[config.mk]
export PLATFORM = sky130hd
export DESIGN_NAME = rob_param
export DESIGN_NICKNAME = d
export VERILOG_FILES = /design/src/rtl/rob_pkg.sv /design/src/rtl/rob_ptr.sv /design/src/rtl/rob_param.sv
export SDC_FILE = /design/constraint.sdc
export NUM_CORES = 1
export LEC_CHECK = 0
export CAP_MARGIN = 40
export CORE_UTILIZATION = 35
export DETAILED_ROUTE_END_ITERATION = 7
export PLACE_DENSITY = 0.48
export RECOVER_POWER = 100
export SKIP_CTS_REPAIR_TIMING = 1
export SLEW_MARGIN = 20
export SYNTH_ARGS = -nofsm -noshare
export SYNTH_HDL_FRONTEND = slang
export SYNTH_SLANG_ARGS = --single-unit
export TNS_END_PERCENT = 50
[constraint.sdc]
create_clock -name clk -period 5.12 [get_ports clk]
set_input_delay 1.536 -clock clk [delete_from_list [all_inputs] [get_ports clk]]
set_output_delay 1.536 -clock clk [all_outputs]
set_load 0.01 [all_outputs]
[src/rtl/rob_pkg.sv]
// Shared defaults and entry layout for the reorder buffer.
package rob_pkg;
  localparam int ROB_DEPTH  = 8;
  localparam int ROB_DATA_W = 64;
  localparam int ROB_ADDR_W = 48;
  localparam int ROB_REG_W  = 5;

  typedef struct packed {
    logic                  valid;
    logic                  done;
    logic                  is_mem;
    logic [ROB_REG_W-1:0]  dest;
    logic [ROB_ADDR_W-1:0] addr;
    logic [ROB_DATA_W-1:0] data;
  } rob_entry_t;
endpackage

[src/rtl/rob_ptr.sv]
// Wrapping W-bit ring pointer; advances one slot per enabled cycle.
// Clear takes priority over increment; no backpressure of its own.
module rob_ptr #(
  parameter int W = 3
) (
  input  logic         clk,
  input  logic         rst_n,
  input  logic         i_clr,
  input  logic         i_inc,
  output logic [W-1:0] o_ptr
);
  logic [W-1:0] r_ptr;

  always_ff @(posedge clk) begin
    if (!rst_n || i_clr) begin
      r_ptr <= '0;
    end else if (i_inc) begin
      r_ptr <= r_ptr + W'(1);
    end
  end

  assign o_ptr = r_ptr;
endmodule

[src/rtl/rob_param.sv]
// Reorder buffer: in-order alloc, out-of-order writeback by tag, in-order commit; alloc-to-commit >= 2 cycles.
// alloc_ready drops when full (pre-edge count); commit holds head until commit_ready; flush wins over everything.
module rob_param import rob_pkg::*; #(
  parameter int DEPTH  = ROB_DEPTH,
  parameter int DATA_W = ROB_DATA_W,
  parameter int ADDR_W = ROB_ADDR_W,
  parameter int REG_W  = ROB_REG_W,
  parameter int TAG_W  = $clog2(DEPTH)
) (
  input  logic              clk,
  input  logic              rst_n,
  input  logic              alloc_valid,
  output logic              alloc_ready,
  input  logic [REG_W-1:0]  alloc_dest,
  input  logic              alloc_is_mem,
  input  logic [ADDR_W-1:0] alloc_addr,
  output logic [TAG_W-1:0]  alloc_tag,
  input  logic              wb_valid,
  input  logic [TAG_W-1:0]  wb_tag,
  input  logic [DATA_W-1:0] wb_data,
  output logic              commit_valid,
  input  logic              commit_ready,
  output logic [TAG_W-1:0]  commit_tag,
  output logic              commit_is_mem,
  output logic [REG_W-1:0]  commit_dest,
  output logic [ADDR_W-1:0] commit_addr,
  output logic [DATA_W-1:0] commit_data,
  input  logic              flush,
  output logic              full,
  output logic              empty,
  output logic [TAG_W:0]    count
);
  typedef struct packed {
    logic              valid;
    logic              done;
    logic              is_mem;
    logic [REG_W-1:0]  dest;
    logic [ADDR_W-1:0] addr;
    logic [DATA_W-1:0] data;
  } entry_t;

  entry_t           r_entries [DEPTH];
  logic [TAG_W:0]   r_count;
  logic [TAG_W-1:0] w_head;
  logic [TAG_W-1:0] w_tail;
  logic             w_alloc_fire;
  logic             w_commit_fire;
  logic             w_wb_hit;

  assign full          = (r_count == (TAG_W+1)'(DEPTH));
  assign empty         = (r_count == '0);
  assign count         = r_count;
  assign alloc_ready   = !full;
  assign alloc_tag     = w_tail;

  assign commit_valid  = r_entries[w_head].valid && r_entries[w_head].done && !flush;
  assign commit_tag    = w_head;
  assign commit_is_mem = r_entries[w_head].is_mem;
  assign commit_dest   = r_entries[w_head].dest;
  assign commit_addr   = r_entries[w_head].addr;
  assign commit_data   = r_entries[w_head].data;

  assign w_alloc_fire  = alloc_valid && alloc_ready && !flush;
  assign w_commit_fire = commit_valid && commit_ready;
  // A writeback racing an alloc to the same slot sees valid=0 and is dropped.
  assign w_wb_hit      = wb_valid && r_entries[wb_tag].valid && !flush;

  rob_ptr #(.W(TAG_W)) u_head (
    .clk   (clk),
    .rst_n (rst_n),
    .i_clr (flush),
    .i_inc (w_commit_fire),
    .o_ptr (w_head)
  );

  rob_ptr #(.W(TAG_W)) u_tail (
    .clk   (clk),
    .rst_n (rst_n),
    .i_clr (flush),
    .i_inc (w_alloc_fire),
    .o_ptr (w_tail)
  );

  always_ff @(posedge clk) begin
    if (!rst_n) begin
      for (int i = 0; i < DEPTH; i++) r_entries[i] <= '0;
    end else if (flush) begin
      for (int i = 0; i < DEPTH; i++) begin
        r_entries[i].valid <= 1'b0;
        r_entries[i].done  <= 1'b0;
      end
    end else begin
      if (w_wb_hit) begin
        r_entries[wb_tag].data <= wb_data;
        r_entries[wb_tag].done <= 1'b1;
      end
      if (w_commit_fire) begin
        r_entries[w_head].valid <= 1'b0;
      end
      if (w_alloc_fire) begin
        r_entries[w_tail].valid  <= 1'b1;
        r_entries[w_tail].done   <= 1'b0;
        r_entries[w_tail].is_mem <= alloc_is_mem;
        r_entries[w_tail].dest   <= alloc_dest;
        r_entries[w_tail].addr   <= alloc_addr;
      end
    end
  end

  always_ff @(posedge clk) begin
    if (!rst_n || flush) begin
      r_count <= '0;
    end else if (w_alloc_fire && !w_commit_fire) begin
      r_count <= r_count + (TAG_W+1)'(1);
    end else if (!w_alloc_fire && w_commit_fire) begin
      r_count <= r_count - (TAG_W+1)'(1);
    end
  end
endmodule

==> results.py, run 1 <==
metrics = {
    "placement": {
        "gp_congestion": 0.752,
        "dp.cells": 4406,
        "post-place-ws_ns": 0.381,
        "portBuffers": 258,
        "dpl-instance-area_um2": 48600,
        "hpwl_um": 68500,
    },
    "critical_path": {
        "crit_path_start_kind": "input port",
        "path_buf_inv": 4,
        "worstPathMaxFanout": 34,
        "critical-path-top-delay-family": "buffers and inverters",
        "criticalPathCategory": "input port to flip-flop",
        "path_cells": "dlygate4sd3_1, clkbuf_1, and2b_1, nand3_1, nor3_1, clkbuf_1, clkbuf_2, and2_1",
        "crit_arrival_ns": 5.39,
        "slowest_stage": "clkbuf_1",
        "slowest_delay_ns": 1.09,
        "cpMostUsedCell": "clkbuf_1",
        "critical_path_required_ns": 5.66,
        "cp-end-kind": "flip-flop",
    },
    "power": {
        "power_density_nw_per_um2": 339,
        "vdd_drop_max_mv": 0.262,
        "p_leak_nw": 18.1,
    },
    "drt": {
        "routedWlPerCell_um": 26.4,
        "via_count": 23400,
        "wirelength_um": 122000,
        "viasPerCell": 5.06,
        "drt-pass1-iter-count": 5,
        "ant_nets": 0,
        "first_iter_violations": 1451,
        "drc": 0,
    },
    "logic_synthesis": {
        "synth.most_common_cell": "edfxtp_1",
        "synth_top_cell_area_share_pct": 65.3,
        "async_flop_share_pct": 0,
        "synthTopCellsByCount": "edfxtp_1 (944), and2_1 (891), mux4_2 (238), clkbuf_1 (121), mux2_2 (118)",
        "synth_nets": 2755,
        "yosys.area.top_type": "edfxtp_1",
        "syn_area_um2": 43400,
        "seq_area_frac_synth_pct": 66.7,
        "synthCells": 2622,
        "yosys_register_bits": 973,
        "ys.warnings.count": 0,
        "ys_types": 50,
        "synth_edf_count": 944,
        "avgSynthCellArea_um2": 16.5,
        "synth_ff_type": "edfxtp_1",
        "ys_top_cells_by_area": "edfxtp_1 (65%), and2_1 (13%), mux4_2 (12%)",
    },
    "outcome": {
        "violations": "max-capacitance violations, max-slew violations",
        "status": "finished, violations left",
    },
    "floorplan": {
        "initial_core_util_pct": 35.5,
        "die_w_um": 354,
        "ios": 259,
        "die_h_um": 354,
        "core_um2": 122000,
        "die_area_um2": 125000,
        "num_rows": 128,
    },
    "cells_and_area": {
        "fin_util_pct": 42.0,
        "post_route_cells_drive_above_1_share_pct": 19.6,
        "fillers": 11000,
        "syn_to_final_growth_pct": 18.4,
        "nets": 3025,
        "final_area_um2": 51400,
        "fin_cells": 4612,
    },
    "timing": {
        "setup_ws_ns": 0.267,
        "tns_ns": 0,
        "slew_violations": 483,
        "rsz0062_at_grt": "no",
        "worst_pin_slew_ns": 2.00,
        "slew_headroom_pct": -33.1,
        "fmax_mhz": 206,
        "finalSetupViolCount": 0,
        "fin_crit_ns": 4.85,
        "skew_ns": 0.0240,
        "hold_viol_final": 0,
        "fin_crit_sh_pct": 94.8,
    },
    "cts": {
        "clk-insertion-delay-late_ns": 0.69,
        "root_buffer": "clkbuf_16",
        "cts-buffers-inserted": 108,
        "cts_htree_levels": 3,
        "clk_pin_slew_worst_paths_ns": 0.05,
        "cts_tree": "yes",
        "cts_sinks": 973,
        "cts.path.max_buffers": 3,
    },
    "global_route": {
        "grt_pass1_wl_um": 177000,
        "globalRouteTotalUtil_pct": 19.5,
        "grt_max_degree": 81,
        "grt_antenna_before_repair": 21,
        "grt_overflow_total": 0,
        "grt_pass1_vias": 25200,
    },
    "worst_hold_path": {
        "min_path_type": "flip-flop to flip-flop",
    },
    "run": {
        "cap_viol_max_count": 14,
    },
}
worst reg2reg max path: cells and delay by family, from the launching register on:
family          cells  cell delay (ns)
compound gates      4             0.79
simple gates        2             0.58
buf+inv             2             0.61
flops               1             0.66
mux                 1             0.46
fa+ha+maj           2             0.53
xor+xnor            1             0.09
per-stage QoR:
step | hold WS, ns | total power [W]
2_1_floorplan | 0.457 | 0.00955
3_3_place_gp | 0.471 | 0.0101
3_5_place_dp | 0.484 | 0.0101
4_1_cts | 0.495 | 0.0177
5_1_grt | 0.518 | 0.0180
6_report | 0.490 | 0.0174
per-layer routing:
| layer | global-route usage [%] | share of wire [%] |
|---|---|---|
| met1 | 25.2 | 42 |
| met2 | 33.3 | 50 |
| met3 | 3.77 | 5.3 |
| met4 | 5.08 | 2.1 |
| met5 | 0 | 0.093 |
power by group:
group / internal (W) / total, W / leakage, nW / switching, W
logic: 0.000320 / 0.000799 / 6.41 / 0.000479
registers: 0.00899 / 0.00906 / 9.98 / 0.0000709
clock network: 0.00442 / 0.00757 / 1.67 / 0.00315
cells by family after synthesis:
kind of cell | synth area share, %
buffers and inverters | 1.96
adders and majority gates | 0.190
muxes | 15.6
DFF | 66.7
xor gates and xnor gates | 0.101
AOI/OAI and AO/OA | 0.559
and+or+nand+nor | 14.9
layout by cell type (no fill, tap or decap), types with 4 or more instances in the layout:
cell type and n:
buf_12 21, nor4_1 5, clkbuf_16 110, clkbuf_1 49, diode_2 9, clkdlybuf4s50_1 129, and2_1 573, mux2i_1 5
mux4_2 238, nand3b_1 4, clkbuf_4 4, and3_1 55, edfxtp_1 944, buf_4 15, clkinv_2 17, nor2_1 25
ha_1 5, clkinv_1 27, nand3_1 6, bufinv_16 10, and2_0 318, dlygate4sd3_1 128, nor3_1 7, clkbuf_2 26
mux2_2 118, nand2_1 21, a31o_2 5, inv_1 4, a21oi_1 18, dfxtp_1 26, nand2b_1 20
layout make-up:
| type | count | area (um2) | area share [%] |
|---|---|---|---|
| Inverter | 4 | 15.0 | 0.0292 |
| Antenna cell | 9 | 22.5 | 0.0439 |
| Clock buffer | 137 | 2850 | 5.56 |
| Clock inverter | 59 | 549 | 1.07 |
| Tap cell | 1625 | 2030 | 3.96 |
| Timing Repair Buffer | 347 | 3360 | 6.54 |
| Multi-Input combinational cell | 1458 | 13600 | 26.4 |
| Sequential cell | 973 | 28900 | 56.4 |
flip-flops by register name (all words and copies together) (netlist names), named ones only:
signal        flops
u_head.o_ptr      3
r_entries       960
count             4
u_tail.o_ptr      3
final timing paths:
check / from / endpoint / slack, ns / cells past startpoint
worst max-delay path: flush / r_entries[7][108] / 0.27 / 8
worst min-delay path: r_entries[2][118] / r_entries[2][118] / 0.49 / 2
worst max register to register: flip-flop / count[3] / 1.33 / 12
worst min register to register: r_entries[2][118] / r_entries[2][118] / 0.49 / 2
Power figures use the tool's default switching activity.
==> inputs of run 2 (changes only) <==
- CORE_UTILIZATION: 35 -> 40
- PLACE_DENSITY: 0.48 -> 0.53
- SKIP_LAST_GASP: unset -> 1
==> run 2 against run 1 <==
Compared with the run above: the flow still finishes with violations (max-capacitance violations, max-slew violations); non-clock buffer count is 11 lower; clock power is 4.9% lower; hold slack better by 0.0092 ns; largest power group unchanged; critical endpoint is now r_entries[2][110]; sequential share of layout area is 0.49 points higher; combinational power is 0.6% lower; critical path depth is 3 lower.
==> results.py, run 2 (synthesis gave the netlist of run 1 again) <==
metrics = {
    "drt": {
        "viasPerCell": 5.34,
        "ant_nets": 0,
        "drt-pass1-iter-count": 5,
        "wirelength_um": 115000,
        "first_iter_violations": 1526,
        "routedWlPerCell_um": 26.4,
        "via_count": 23300,
        "drc": 0,
    },
    "worst_hold_path": {
        "worstHoldStart": "r_entries[1][118]",
        "min_to": "r_entries[1][118]",
        "min_path_cells": 2,
        "min_path_type": "flip-flop to flip-flop",
    },
    "critical_path": {
        "reg2regPathDepth": 5,
        "worstPathMaxFanout": 46,
        "r2r_start": "count[0]",
        "critical_path_required_ns": 5.65,
        "criticalPathCategory": "input port to flip-flop",
        "crit_arrival_ns": 5.49,
        "cp-end-kind": "flip-flop",
        "crit_path_start_kind": "input port",
        "reg2reg_to": "r_entries[2][110]",
        "timing.reg2reg.setup_slack_ns": 0.83,
    },
    "timing": {
        "tns_ns": 0,
        "finalSetupViolCount": 0,
        "fmax_mhz": 202,
        "fin_crit_ns": 4.96,
        "setup_ws_ns": 0.162,
        "worst_pin_slew_ns": 3.12,
        "slew_headroom_pct": -108,
        "fin_crit_sh_pct": 96.8,
        "hold_viol_final": 0,
        "slew_violations": 512,
        "rsz0062_at_grt": "no",
        "skew_ns": 0.0272,
    },
    "floorplan": {
        "core_um2": 107000,
        "die_w_um": 331,
        "die_h_um": 331,
        "die_area_um2": 110000,
        "initial_core_util_pct": 40.4,
        "ios": 259,
        "num_rows": 120,
    },
    "cells_and_area": {
        "regMostFlops": "r_entries",
        "final_common_cell": "edfxtp_1",
        "syn_to_final_growth_pct": 17.3,
        "post_route_cells_drive_above_1_share_pct": 19.4,
        "fin_util_pct": 47.4,
        "final_cell_mix": "edfxtp_1 (944), and2_1 (579), and2_0 (312)",
        "nets": 3011,
        "largest_reg_flops": 960,
    },
    "cts": {
        "cts.path.max_buffers": 3,
        "cts_sinks": 973,
        "cts_htree_levels": 3,
        "cts-buffers-inserted": 105,
        "clk_pin_slew_worst_paths_ns": 0.06,
        "cts_tree": "yes",
        "clk-insertion-delay-late_ns": 0.69,
        "root_buffer": "clkbuf_16",
    },
    "placement": {
        "portBuffers": 258,
        "hpwl_um": 62700,
        "post-place-ws_ns": 0.311,
        "gp_congestion": 0.758,
    },
    "outcome": {
        "violations": "max-capacitance violations, max-slew violations",
        "status": "finished, violations left",
    },
    "global_route": {
        "grt_overflow_total": 0,
        "grt_pass1_vias": 25100,
        "globalRouteTotalUtil_pct": 21.2,
        "grt_max_degree": 73,
        "grt_antenna_before_repair": 16,
        "grt_pass1_wl_um": 170000,
    },
    "power": {
        "pwr-share-seq_pct": 53.1,
        "switching_share_pct": 21.5,
        "switchingPower_w": 0.00366,
        "pwr-share-comb_pct": 4.7,
        "power_density_nw_per_um2": 335,
        "vdd_drop_max_mv": 0.226,
        "p_leak_nw": 17.9,
        "clock_power_share_pct": 42.2,
        "p_int_w": 0.0134,
    },
    "run": {
        "cap_viol_max_count": 17,
    },
}
==> run 2: critical path: stages <==
cell,delay [ns]
dlygate4sd3_1,0.71
nand2_4,0.15
nor2_2,0.44
clkbuf_1,2.25
and3_1,0.37
==> run 2: metal layers <==
metal	up-vias	share of wire [%]	global-route usage, %
li1	10300	-	-
met3	158	5.5	4.19
met2	556	51	37.2
met1	12300	41	27.0
met5	-	0.099	0
met4	18	1.7	4.55
==> run 2: cell type report <==
| type | count | area [um2] |
|---|---|---|
| fill | 9160 | 56400 |
| sequential | 973 | 28900 |
| multi-input combinational | 1458 | 13600 |
| timing repair buffer | 336 | 3390 |
| clock buffer | 133 | 2810 |
| tap | 1403 | 1760 |
| clock inverter | 58 | 409 |
| inverter | 4 | 15.0 |
| antenna | 4 | 10.0 |
==> run 2: worst max path at each step <==
stage,from,end
final,alloc_valid,r_entries[2][110]
after global routing,flip-flop,commit_addr[38]
after CTS,flip-flop,commit_addr[4]
after detailed placement,flush,commit_valid
after global placement,flush,commit_valid
after floorplan,wb_tag[1],r_entries[1][0]
==> run 2: power by group through the flow <==
stage | Combinational, W | Sequential (W) | Clock, W
after detailed placement | 0.000847 | 0.00922 | 0
after global placement | 0.000840 | 0.00920 | 0
after CTS | 0.000851 | 0.00906 | 0.00736
final | 0.000794 | 0.00906 | 0.00720
after floorplan | 0.000333 | 0.00921 | 0
after global routing | 0.000854 | 0.00909 | 0.00765
==> run 2: metrics by stage <==
step,std cells,hold slack [ns],power (W),cell area (um2)
after floorplan,2622,0.457,0.00955,43400
after global placement,4162,0.469,0.0100,48000
after detailed placement,4174,0.477,0.0101,48300
after CTS,4365,0.492,0.0173,51500
after global routing,4366,0.534,0.0176,50900
final,4369,0.499,0.0171,50900
